<file path="config.mk">
export PLATFORM = sky130hd
export DESIGN_NAME = alu_top
export DESIGN_NICKNAME = d
export VERILOG_FILES = /design/src/rtl/alu_pkg.sv /design/src/rtl/alu_core.sv /design/src/rtl/alu_top.sv
export SDC_FILE = /design/constraint.sdc
export NUM_CORES = 1
export LEC_CHECK = 0
export ABC_AREA = 1
export ABC_CLOCK_PERIOD_IN_PS = 800
export CELL_PAD_IN_SITES_DETAIL_PLACEMENT = 0
export CELL_PAD_IN_SITES_GLOBAL_PLACEMENT = 1
export CORE_MARGIN = 10
export CORE_UTILIZATION = 39
export DETAILED_ROUTE_END_ITERATION = 8
export PLACE_DENSITY = 0.85
export SETUP_SLACK_MARGIN = 0.15
export SKIP_CTS_REPAIR_TIMING = 1
export SYNTH_ARGS = -nofsm -noshare
export SYNTH_HDL_FRONTEND = slang
export SYNTH_SLANG_ARGS = --single-unit
</file>
<file path="constraint.sdc">
create_clock -name clk -period 0.8 [get_ports clk]
set_input_delay 0.12 -clock clk [delete_from_list [all_inputs] [get_ports clk]]
set_output_delay 0.12 -clock clk [all_outputs]
set_load 0.005 [all_outputs]
</file>
<file path="src/rtl/alu_pkg.sv">
// alu_pkg: shared opcode/func3 encodings and flag bundle for the RV32I ALU
package alu_pkg;
    localparam logic [6:0] OPC_OP     = 7'b0110011;
    localparam logic [6:0] OPC_OP_IMM = 7'b0010011;
    localparam logic [6:0] F7_ALT     = 7'b0100000;
    localparam logic [2:0] F3_ADD  = 3'b000;
    localparam logic [2:0] F3_SLL  = 3'b001;
    localparam logic [2:0] F3_SLT  = 3'b010;
    localparam logic [2:0] F3_SLTU = 3'b011;
    localparam logic [2:0] F3_XOR  = 3'b100;
    localparam logic [2:0] F3_SR   = 3'b101;
    localparam logic [2:0] F3_OR   = 3'b110;
    localparam logic [2:0] F3_AND  = 3'b111;
    typedef struct packed {
        logic carry;
        logic zero;
        logic negative;
        logic overflow;
    } alu_flags_t;
endpackage

</file>
<file path="src/rtl/alu_core.sv">
// alu_core: combinational RV32I OP/OP-IMM decode, datapath and flags
// ports: op1/op2/imm operands, opcode/func3/func7 decode in; result + flags out
module alu_core
    import alu_pkg::*;
(
    input  logic [31:0] op1,
    input  logic [31:0] op2,
    input  logic [31:0] imm,
    input  logic [6:0]  opcode,
    input  logic [2:0]  func3,
    input  logic [6:0]  func7,
    output logic [31:0] result,
    output alu_flags_t  flags
);
    logic        is_r, valid, sub, arith, c, v;
    logic [31:0] b, sra;
    logic [32:0] sum, diff;
    logic [4:0]  shamt;
    logic        unused_f7;
    assign unused_f7 = ^{func7[6], func7[4:0]};
    assign is_r  = opcode == OPC_OP;
    assign valid = is_r || opcode == OPC_OP_IMM;
    assign b     = is_r ? op2 : imm;
    assign shamt = b[4:0];
    // ADDI has no subtract form; SRAI carries its arithmetic bit in imm[10]
    assign sub   = is_r && func7[5];
    assign arith = is_r ? func7[5] : imm[10];
    assign sum   = {1'b0, op1} + {1'b0, b};
    // bit 32 of the widened difference is the unsigned borrow
    assign diff  = {1'b0, op1} - {1'b0, b};
    assign sra   = $signed(op1) >>> shamt;
    always_comb begin
        result = '0;
        c = 1'b0;
        v = 1'b0;
        case (func3)
            F3_ADD: begin
                result = sub ? diff[31:0] : sum[31:0];
                c = sub ? diff[32] : sum[32];
                v = sub ? (op1[31] != b[31]) && (diff[31] != op1[31])
                        : (op1[31] == b[31]) && (sum[31] != op1[31]);
            end
            F3_SLL:  result = op1 << shamt;
            F3_SLT:  result = {31'b0, $signed(op1) < $signed(b)};
            F3_SLTU: result = {31'b0, op1 < b};
            F3_XOR:  result = op1 ^ b;
            F3_SR:   result = arith ? sra : op1 >> shamt;
            F3_OR:   result = op1 | b;
            default: result = op1 & b;
        endcase
        if (!valid) begin
            result = '0;
            c = 1'b0;
            v = 1'b0;
        end
    end
    assign flags = '{carry: c, zero: result == '0, negative: result[31], overflow: v};
endmodule

</file>
<file path="src/rtl/alu_top.sv">
// alu_top: RV32I execute-stage ALU with registered (default) or combinational outputs
// ports: clk, rst_n (async active-low); op1, op2, imm, opcode, func3, func7 in;
//        result_alu, carry_flag, zero_flag, negative_flag, overflow_flag out
// macro: ALU_COMB_OUT_EN removes the output registers (clk/rst_n then unused)
module alu_top
    import alu_pkg::*;
(
    input  logic        clk,
    input  logic        rst_n,
    input  logic [31:0] op1,
    input  logic [31:0] op2,
    input  logic [31:0] imm,
    input  logic [6:0]  opcode,
    input  logic [2:0]  func3,
    input  logic [6:0]  func7,
    output logic [31:0] result_alu,
    output logic        carry_flag,
    output logic        zero_flag,
    output logic        negative_flag,
    output logic        overflow_flag
);
    logic [31:0] res;
    alu_flags_t  fl;
    alu_core u_core (
        .op1(op1), .op2(op2), .imm(imm), .opcode(opcode),
        .func3(func3), .func7(func7), .result(res), .flags(fl)
    );
`ifdef ALU_COMB_OUT_EN
    assign result_alu    = res;
    assign carry_flag    = fl.carry;
    assign zero_flag     = fl.zero;
    assign negative_flag = fl.negative;
    assign overflow_flag = fl.overflow;
`else
    always_ff @(posedge clk or negedge rst_n) begin
        if (!rst_n) begin
            result_alu    <= '0;
            carry_flag    <= 1'b0;
            zero_flag     <= 1'b0;
            negative_flag <= 1'b0;
            overflow_flag <= 1'b0;
        end else begin
            result_alu    <= res;
            carry_flag    <= fl.carry;
            zero_flag     <= fl.zero;
            negative_flag <= fl.negative;
            overflow_flag <= fl.overflow;
        end
    end
`endif
endmodule

</file>
* Word-level counts from Yosys, hierarchy flattened
Cells that the tools add are included.
Storage, ports and cells: flip-flop bits (word level) 36
Operators by class: equal/unequal tests 12, shifts and indexed selects 3, reductions and logical operators 6, bitwise operators 3, $lt $le $gt $ge 2, multiplexer cells 12, add/sub/neg operators 2
Operators with widths (number):
- 32-bit one-hot mux with 7 select lines | 1
- 32-bit two-way mux | 4
- 32-bit < comparator | 2
- 32-bit by 32-bit adder with 33-bit output | 1
- 32-bit by 32-bit subtractor with 33-bit output | 1
- 32-bit bitwise AND | 1
- 32-bit zero test | 1
- 32-bit bitwise OR | 1
- 32-bit by 5-bit << shifter with 32-bit output | 1
- 32-bit by 5-bit right shift with 32-bit output | 1
- 32-bit by 5-bit >>> shifter with 32-bit output | 1
- 32-bit XOR | 1
- 3-bit == test, second input constant | 3
- 7-bit by 5-bit == test with 1-bit output, second input constant | 1
- 7-bit by 6-bit == test with 1-bit output, second input constant | 1
- 1-bit two-way mux | 7
- 3-bit by 2-bit == test with 1-bit output, second input constant | 2
- 3-bit by 1-bit == test with 1-bit output, second input constant | 1
- 1-bit logical AND | 3
- 3-bit zero test | 1
- 1-bit != test | 3
- 1-bit == test | 1
- 1-bit logical OR | 1

* Logic depth before layout (Yosys ltp)
depth in word-level cells 8, mapped depth 32, depth with buffers taken out 30

* Cells and area by module
A second synthesis with hierarchy kept.
Unflattened totals: cells, all modules 2176, area, all modules 11310.8 um2
Modules (own cells, without submodules):
- alu_core | times used 1, cells an instance 2140, area an instance 10410.0 um2
- alu_top | times used 1, cells an instance 36, area an instance 900.9 um2

* Worst setup path before layout
Ideal clock, no wire load.
path type input -> register, start point input opcode[2], end point register zero_flag, data required time 0.729 ns, buffers on the path 4, arrival time 3.216 ns, library setup time 0.071 ns, setup slack -2.487 ns, stages on the path 30, cells stage by stage inv_1 > nand2_2 > nor2_8 > nand2_8 > nand2_1 > nand2_1 > buf_4 > buf_4 > buf_2 > ha_1 > clkbuf_1 > a21oi_1 > nand2_1 > inv_1 > nor2_1 > nor2_1 > o21ai_0 > nand2_1 > nand2_1 > nand2_1 > nand2_1 > xor2_1 > a21oi_1 > nand2_1 > nand2_1 > nand2_1 > nand2_1 > nor2_1 > nand2_1 > nor2_1
RTL lines:
- start: declaration | line alu_top.sv:13 | input logic [6:0] opcode,
- end signal: assignment | line alu_top.sv:45 | zero_flag <= fl.zero;
- end: declaration | line alu_top.sv:18 | output logic zero_flag,

==> flow_metrics.tcl <==
set metrics [dict create \
    peakVddDrop_mv 0.743 \
    final_cell_area_um2 20700 \
    ys_async_sr_fraction_pct 100 \
    powerDensity_nw_per_um2 848 \
    tns_ps -77690 \
    path_clk_slew_ps 70 \
    fin_nets 3162 \
    dpl_worst_slack_ps -3310 \
    syn_inst 2214 \
    syn_area_um2 11600 \
    final_cells 3347 \
    leakagePower_nw 11.0 \
    cts_buffers 5 \
    hold_viol 0 \
    viasPerCell 5.77 \
    grt_max_degree 30 \
    critPathMaxStageDelay_ps 350 \
    ys_seq_area_share_pct 7.53 \
    routedWlPerCell_um 20.9 \
    status "complete, but fails checks" \
    ys_types 55 \
    synth-edff-count 0 \
    crit_path_frequent_cell "nand3_1" \
    power.total_mw 17.5 \
    port-buffer-count 144 \
    endpoint_kind "flip-flop" \
    gr-total-overflow 0 \
    dieArea_um2 37100 \
    dpl-instance-area_um2 18100 \
    crit_path_start_kind "input port" \
    required_ps 1040 \
    final_util_pct 69.9 \
    grt_use_total_pct 31.8 \
    violations "DRC, setup timing" \
    tritoncts "done" \
    worstPathMaxFanout 7 \
    num_antenna_cells 0 \
    place_inst 3270 \
    syn_to_final_growth_pct 77.6 \
    synth_area_per_cell_um2 5.26 \
    grt_pass1_wl_um 92300 \
    fillers 2374 \
    slew_viol_final 0 \
    clockBufferDepth 2 \
    post-route-min-period_ps 3270 \
    synth_ff_type "dfrtp_1" \
    worst_slew_pin_slew_ps 443 \
    wirelength_um 69900 \
    min_period_over_period_pct 409 \
    crit_slowest_cell "ha_4" \
    dr.pass1.iters 9 \
    antenna_found_initial 2 \
    rsz0062_at_grt "true" \
    worst_ep_arrival_time_ps 3510 \
    layout_setup_ws_ps -2470 \
    gp_congestion 1.14 \
    ant_nets 0 \
    drcViolationCount 17 \
    rows 63 \
    io_pins 151 \
    hpwl_um 52700 \
    drtIter0Drc 2986 \
    initial_core_util_pct 39.4 \
    cts-root-buf "clkbuf_16" \
    ys_ff_latch 35 \
    core_um2 29600 \
    cts_htree_levels 2 \
    synth_fp_nets 2420 \
    slew_headroom_pct 70.3 \
    drive_above_1_share_pct 41.5 \
    cts_sinks 35 \
    hp-class "input port to asynchronous set/reset pin" \
    maxCapViolations 0 \
    yosysWarningCount 0 \
    fin_hold_ws_ps 335 \
    num_vias 19300 \
    die_w_um 193 \
    path_class "input port to flip-flop" \
    grt_pass1_vias 17100 \
    clock.fmax_mhz 306 \
    die_y_um 193 \
    setup_viol 71 \
]
==> layout by cell type, fill, tap and decap left out, types with 19 or more instances in the layout <==
master and count:
a21oi_2 46, nand3_1 300, inv_1 254, buf_6 22, nor2_1 162, o21ai_2 31
o21ai_0 44, clkdlybuf4s50_1 100, dfrtp_1 35, inv_2 63, buf_12 19, ha_4 31
nand2_2 96, o21ai_1 39, buf_4 647, ha_1 54, clkbuf_2 38, nand3_2 51
a21oi_1 90, nor2_2 38, nand2_1 526
==> layer usage <==
| metal | GRT usage [%] | wire length [µm] | vias to the layer above |
|---|---|---|---|
| met5 | 0 | 13 | - |
| met4 | 16.7 | 6080 | 2 |
| met3 | 4.46 | 8410 | 480 |
| met2 | 52.2 | 30700 | 1416 |
| met1 | 39.6 | 24700 | 8765 |
| li1 | - | - | 8665 |
==> final timing paths <==
kind / from / end / slack (ps)
worst max-delay path: opcode[3] / zero_flag / -2470
worst min-delay path: rst_n / negative_flag / 330
max in group asynchronous: rst_n / result_alu[1] / 260
min in group clk: opcode[4] / result_alu[11] / 650
==> flip-flops by register name, indices dropped and copies added (netlist names) <==
register,count
carry_flag,1
negative_flag,1
zero_flag,1
result_alu,31
overflow_flag,1
==> critical path: cells and delay by family <==
kind            cells  cell delay [ps]
compound gates      2              320
fa+ha+maj           1              350
buf+inv            10             1070
simple gates       15             1650
==> power breakdown <==
part | leakage [nW] | switching [mW] | internal [mW] | total [mW]
Clock | 0.0669 | 0.895 | 1.15 | 2.05
Combinational | 10.5 | 7.64 | 6.04 | 13.7
Sequential | 0.484 | 0.00781 | 1.79 | 1.79
==> Yosys cell counts (6+ instances only) <==
library cell	instances	share of area, %
inv_2	7	0.23
xor2_1	6	0.45
a31oi_1	11	0.59
a211oi_1	10	0.65
nand2_2	12	0.65
buf_4	12	0.77
nand2_1	618	20
nand3_1	344	15
o21a_1	8	0.52
nand4_1	16	0.86
inv_1	317	10
o21bai_1	9	0.58
o22ai_1	8	0.43
nor2_1	218	7.0
buf_2	37	1.6
ha_1	90	9.7
nand2_4	14	1.4
a21oi_1	153	6.6
o21ai_0	97	4.2
nand3_2	9	0.77
nor3_1	18	0.77
dfrtp_1	35	7.5
o21ai_1	26	1.1
o211ai_1	18	1.2
clkbuf_1	43	1.4
buf_6	11	1.1
and3_1	9	0.48
==> logic make-up (layout without fill, tap and decap cells) <==
group	Yosys count	in the layout	synth area share, %
AND/OR/NAND/NOR	1283	1286	48.8
flip-flops	35	35	7.53
XOR/XNOR	6	6	0.452
buffers and inverters	435	1175	15.8
adder cells (fa/ha/maj)	91	91	9.85
AO/OA/AOI/OAI	362	362	17.5
multiplexers	2	2	0.172
==> final cells by class <==
type | instances | area [µm²] | area share (%)
Clock buffer | 6 | 129 | 0.624
Clock inverter | 2 | 12.5 | 0.0605
Inverter | 326 | 1270 | 6.13
Multi-Input combinational cell | 1747 | 11000 | 53.0
Sequential cell | 35 | 876 | 4.24
Tap cell | 390 | 488 | 2.36
Timing Repair Buffer | 841 | 6940 | 33.6
Power figures use the tool's default switching activity.
